### src/rtl/simple_risc_pkg.sv
// Shared widths and enums for the simple RISC memory path.
package simple_risc_pkg;
    localparam int ADDR_W = 9;
    localparam int DATA_W = 32;

    typedef enum logic [1:0] {ST_IDLE, ST_ACCESS, ST_DONE} mau_state_e;
    typedef enum logic [1:0] {REQ_RD, REQ_WR, REQ_PUSH, REQ_POP} req_kind_e;
endpackage

### src/rtl/stack_ptr.sv
// Downward-growing stack pointer with full/empty flags and a sticky misuse flag.
module stack_ptr
    import simple_risc_pkg::*;
#(
    parameter logic [ADDR_W-1:0] STACK_BASE  = 9'h1FF,
    parameter int                STACK_DEPTH = 32
) (
    input  logic              clk,
    input  logic              reset,
    input  logic              push_commit,
    input  logic              pop_commit,
    input  logic              err_set,
    output logic [ADDR_W-1:0] sp,
    output logic              full,
    output logic              empty,
    output logic              err
);
    logic [ADDR_W-1:0] used;

    always_ff @(posedge clk or negedge reset) begin
        if (!reset) begin
            sp  <= STACK_BASE;
            err <= 1'b0;
        end else begin
            if (push_commit)
                sp <= sp - 9'd1;
            else if (pop_commit)
                sp <= sp + 9'd1;
            if (err_set)
                err <= 1'b1;
        end
    end

    assign used  = STACK_BASE - sp;
    assign full  = (used == ADDR_W'(STACK_DEPTH));
    assign empty = (sp == STACK_BASE);
endmodule

### src/rtl/mem_access_unit.sv
// Load/store and stack push/pop sequencer in front of a synchronous RAM.
// Hardware stack is present only when MEM_ACCESS_STACK_EN is defined.
module mem_access_unit
    import simple_risc_pkg::*;
#(
    parameter int                WAIT_STATES = 1,
    parameter logic [ADDR_W-1:0] STACK_BASE  = 9'h1FF,
    parameter int                STACK_DEPTH = 32
) (
    input  logic              clk,
    input  logic              reset,
    input  logic              read,
    input  logic              write,
    input  logic              sread,
    input  logic              swrite,
    input  logic [ADDR_W-1:0] mar,
    input  logic [DATA_W-1:0] mdr_in,
    output logic [DATA_W-1:0] mem_data_out,
    output logic              mem_ready,
    output logic [ADDR_W-1:0] ram_addr,
    output logic [DATA_W-1:0] ram_wdata,
    output logic              ram_we,
    input  logic [DATA_W-1:0] ram_rdata,
    output logic [ADDR_W-1:0] sp,
    output logic              stack_full,
    output logic              stack_empty,
    output logic              stack_err,
    output logic              req_err,
    output mau_state_e        dbg_state
);
    // Handshake: request lines are levels; a 0->1 edge seen in IDLE is accepted,
    // and mem_ready is a single-cycle completion pulse in DONE.
    mau_state_e        state, state_nx;
    req_kind_e         kind, kind_nx;
    logic [3:0]        req_now, req_prev, rise;  // {write, read, swrite, sread}
    logic [2:0]        cnt;
    logic              skip, skip_nx, accept, multi, last_access;
    logic [ADDR_W-1:0] addr_nx;

`ifdef MEM_ACCESS_STACK_EN
    assign req_now = {write, read, swrite, sread};
`else
    assign req_now = {write, read, swrite & 1'b0, sread & 1'b0};
`endif

    assign rise        = req_now & ~req_prev;
    assign accept      = (state == ST_IDLE) && (rise != 4'b0000);
    assign multi       = ((rise & (rise - 4'd1)) != 4'b0000);
    assign last_access = (state == ST_ACCESS) && (cnt == 3'(WAIT_STATES));
    assign dbg_state   = state;

    always_ff @(posedge clk or negedge reset) begin
        if (!reset)
            state <= ST_IDLE;
        else
            state <= state_nx;
    end

    always_comb begin
        state_nx = state;
        case (state)
            ST_IDLE:   if (accept) state_nx = ST_ACCESS;
            ST_ACCESS: if (last_access) state_nx = ST_DONE;
            ST_DONE:   state_nx = ST_IDLE;
            default:   state_nx = ST_IDLE;
        endcase
    end

    always_comb begin
        ram_we    = last_access && !skip && (kind == REQ_WR || kind == REQ_PUSH);
        mem_ready = (state == ST_DONE);
    end

    // Priority write > read > push > pop when several lines rise together.
    always_comb begin
        kind_nx = REQ_POP;
        if (rise[3])      kind_nx = REQ_WR;
        else if (rise[2]) kind_nx = REQ_RD;
        else if (rise[1]) kind_nx = REQ_PUSH;
        addr_nx = mar;
        if (kind_nx == REQ_PUSH)     addr_nx = sp;
        else if (kind_nx == REQ_POP) addr_nx = sp + 9'd1;
        skip_nx = (kind_nx == REQ_PUSH && stack_full) || (kind_nx == REQ_POP && stack_empty);
    end

    // Request-edge history resets high so a line held through reset needs a fresh edge.
    always_ff @(posedge clk or negedge reset) begin
        if (!reset) begin
            req_prev     <= 4'b1111;
            cnt          <= 3'd0;
            kind         <= REQ_RD;
            skip         <= 1'b0;
            ram_addr     <= '0;
            ram_wdata    <= '0;
            mem_data_out <= '0;
            req_err      <= 1'b0;
        end else begin
            req_prev <= req_now;
            cnt      <= (state == ST_ACCESS) ? cnt + 3'd1 : 3'd0;
            if (accept) begin
                kind      <= kind_nx;
                skip      <= skip_nx;
                ram_addr  <= addr_nx;
                ram_wdata <= mdr_in;
            end
            if (last_access && (kind == REQ_RD || kind == REQ_POP))
                mem_data_out <= skip ? '0 : ram_rdata;
            if ((accept && multi) || (state != ST_IDLE && rise != 4'b0000))
                req_err <= 1'b1;
        end
    end

`ifdef MEM_ACCESS_STACK_EN
    logic push_commit, pop_commit, err_set;
    assign push_commit = last_access && !skip && (kind == REQ_PUSH);
    assign pop_commit  = last_access && !skip && (kind == REQ_POP);
    assign err_set     = last_access && skip;

    stack_ptr #(
        .STACK_BASE  (STACK_BASE),
        .STACK_DEPTH (STACK_DEPTH)
    ) u_stack_ptr (
        .clk         (clk),
        .reset       (reset),
        .push_commit (push_commit),
        .pop_commit  (pop_commit),
        .err_set     (err_set),
        .sp          (sp),
        .full        (stack_full),
        .empty       (stack_empty),
        .err         (stack_err)
    );
`else
    assign sp          = STACK_BASE;
    assign stack_full  = 1'b0;
    assign stack_empty = 1'b1;
    assign stack_err   = 1'b0;
`endif
endmodule
### config.mk
export PLATFORM = sky130hd
export DESIGN_NAME = mem_access_unit
export DESIGN_NICKNAME = d
export VERILOG_FILES = /design/src/rtl/simple_risc_pkg.sv /design/src/rtl/stack_ptr.sv /design/src/rtl/mem_access_unit.sv
export SDC_FILE = /design/constraint.sdc
export NUM_CORES = 1
export LEC_CHECK = 0
export CORE_ASPECT_RATIO = 1.75
export CORE_UTILIZATION = 28
export DETAILED_ROUTE_END_ITERATION = 10
export DONT_BUFFER_PORTS = 1
export SLEW_MARGIN = 15
export SYNTH_ARGS = -nofsm -noshare
export SYNTH_HDL_FRONTEND = slang
export SYNTH_SLANG_ARGS = --single-unit
### constraint.sdc
create_clock -name clk -period 1.8 [get_ports clk]
set_clock_uncertainty 0.15 [all_clocks]
set_input_delay 0.54 -clock clk [delete_from_list [all_inputs] [get_ports clk]]
set_output_delay 0.54 -clock clk [all_outputs]
set_load 0.1 [all_outputs]
==> flow_summary.json <==
{
  "start_util": 0.291,
  "synthFlopType": "dfrtp_1",
  "wirelength_um": 7640,
  "cp-end-kind": "primary output",
  "antenna_found_initial": 0,
  "fmaxAchievable_ghz": 0.440,
  "ff2ff_path_depth": 8,
  "clkLatencyLatePin_ns": 0.33,
  "post-route-min-period_ns": 2.27,
  "place.port_buffers": 0,
  "die_area_mm2": 0.0135,
  "clock_path_buffers": 2,
  "cts-root-buf": "clkbuf_16",
  "syn_area_mm2": 0.00365,
  "final_cell_count_no_fill": 509,
  "layout-drive-gt1-share": 0.484,
  "fin_util": 0.419,
  "num_vias": 2155,
  "yosys_warnings": 0,
  "fin_nets": 417,
  "num_rows": 54,
  "path_buf_inv": 2,
  "dp_hpwl_um": 5380,
  "met2_usage": 0.202,
  "cts_tree": "yes",
  "dp_cells": 483,
  "dp_slack_ns": -0.125,
  "yosysUniqueCellTypes": 29,
  "rsz0062_at_grt": "true",
  "die_w_um": 88.4,
  "grt_pass1_wl_um": 11700,
  "final_max_slew_viol_count": 0,
  "worstReg2RegStart": "cnt[1]",
  "gp_congestion": 0.702,
  "numCtsBuffers": 9,
  "use_met3": 0.0356,
  "rr_endpoint": "mem_data_out[24]",
  "syn_to_final_growth_pct": 44.1,
  "drt_iter0_drc": 38,
  "finalSetupViolCount": 34,
  "netlist_instances": 239,
  "fin_crit_sh": 1.26,
  "syn_avg_cell_area_um2": 15.3,
  "grt_busiest_layer": "met2",
  "crit_family": "simple AND/OR/NAND/NOR gates",
  "dr.pass1.iters": 3,
  "final.setup.tns_ns": -2.80,
  "critPathSlowestCell": "dfrtp_1",
  "drtAntennaViolNets": 0,
  "core_mm2": 0.0126,
  "reg2reg_slack_ns": -0.09,
  "synth-edff-count": 0,
  "io_pins": 169,
  "track_usage": 0.116,
  "path_class": "register to primary output",
  "whs_ns": -0.252,
  "critPathMaxStageDelay_ns": 0.37,
  "async_reset_ff_frac": 1.00,
  "path_depth": 5,
  "worst_setup_path_start_kind": "register",
  "fin_ws_ns": -0.471,
  "hold_class": "input pin to async pin",
  "n_antenna_cell": 0,
  "crit_chain": "inv_1 > ha_2 > and4bb_4 > nor3b_4 > buf_12",
  "drc_errors": 0,
  "grt_pass1_vias": 2317,
  "cp.arrival_ns": 1.58,
  "clk_pin_slew_ns": 0.06,
  "ys_seq_elements": 84,
  "grt-ovfl-total": 0,
  "avgRoutedWirePerCell_um": 15.0,
  "grt_max_degree": 85,
  "viasPerCell": 4.23,
  "clock_sinks": 84,
  "violations": "hold timing, setup timing",
  "hold_violations": 84,
  "crit_fanout": 2,
  "status": "complete, but fails checks",
  "required_ns": 1.11,
  "gr-usage-met1": 0.121,
  "cts_max_level": 3,
  "die_h_um": 153,
  "drv_cap": 0,
  "yosysSeqAreaShare": 0.576
}
-- area by class of cell --
class | instances | area, µm²
Fill cell | 1196 | 7300
Sequential cell | 84 | 2110
Multi-Input combinational cell | 142 | 1420
Timing Repair Buffer | 98 | 1200
Clock buffer | 10 | 229
Tap cell | 168 | 210
Clock inverter | 6 | 88.8
Inverter | 1 | 3.75
-- through the flow --
stage	area, µm²	hold WS, ns
after floorplan	3710	0.0944
after global placement	4740	0.0966
after detailed placement	4740	0.0968
after CTS	5140	-0.271
after global routing	5270	-0.273
final	5270	-0.252
-- what timing repair did --
| item | CTS | global route |
|---|---|---|
| pin swaps | 0 | 0 |
| hold endpoints to repair | 84 | 84 |
| gates cloned | 1 | 3 |
| setup buffers | 2 | 4 |
| resized for setup | 10 | 4 |
| endpoints found under the setup margin | 48 | 67 |
-- routing by layer --
layer,vias to the layer above,wire length (µm)
met2,110,4140
met3,21,589
li1,970,-
met4,0,245
met1,1054,2670
met5,-,0
-- synthesized netlist by cell type, drive strengths merged, types with 2 or more instances --
master  instances  share of area
dfstp           2          0.014
xnor2           2         0.0068
mux2           73           0.26
and2            2         0.0034
o21ai           2         0.0058
clkbuf          3         0.0031
dfrtp          82           0.56
conb            2         0.0021
buf            19          0.052
ha              2         0.0068
nor2            5         0.0051
nor2b          35          0.061
-- worst max path at each step --
stage,start,to,slack [ns]
3_5_place_dp,dbg_state[1],ram_addr[5],-0.12
5_1_grt,cnt[1],ram_we,-0.56
6_report,cnt[1],ram_we,-0.47
4_1_cts,cnt[1],ram_we,-0.49
2_1_floorplan,dbg_state[1],ram_we,-0.73
3_3_place_gp,cnt[1],ram_we,-0.13
-- state kept, by name (all words and copies together) (netlist names) --
register / flops
cnt: 3
dbg_state: 2
kind: 2
mem_data_out: 32
ram_addr: 9
ram_wdata: 32
req_err: 1
req_prev: 2
skip: 1
-- layout by cell type (no fill, tap or decap), types with 2 or more instances in the layout --
cell,instances
dfrtp_1,80
dfrtp_4,2
mux2_4,30
nor2b_1,33
buf_4,61
mux2_2,7
bufinv_16,2
mux2_1,36
clkbuf_16,12
nor2_1,4
buf_12,31
and2_1,2
conb_1,12
buf_6,2
dfstp_2,2
clkinvlp_4,2
-- cell families after synthesis --
family,synth area share
other,0.00205
multiplexers,0.256
XOR/XNOR,0.00685
buffers and inverters,0.0565
AO/OA/AOI/OAI,0.0116
adder cells (fa/ha/maj),0.00685
flip-flops,0.576
AND/OR/NAND/NOR,0.0846
Power is not shown: default switching activity piles up to over one toggle a cycle in this logic, so the estimate is an artifact.
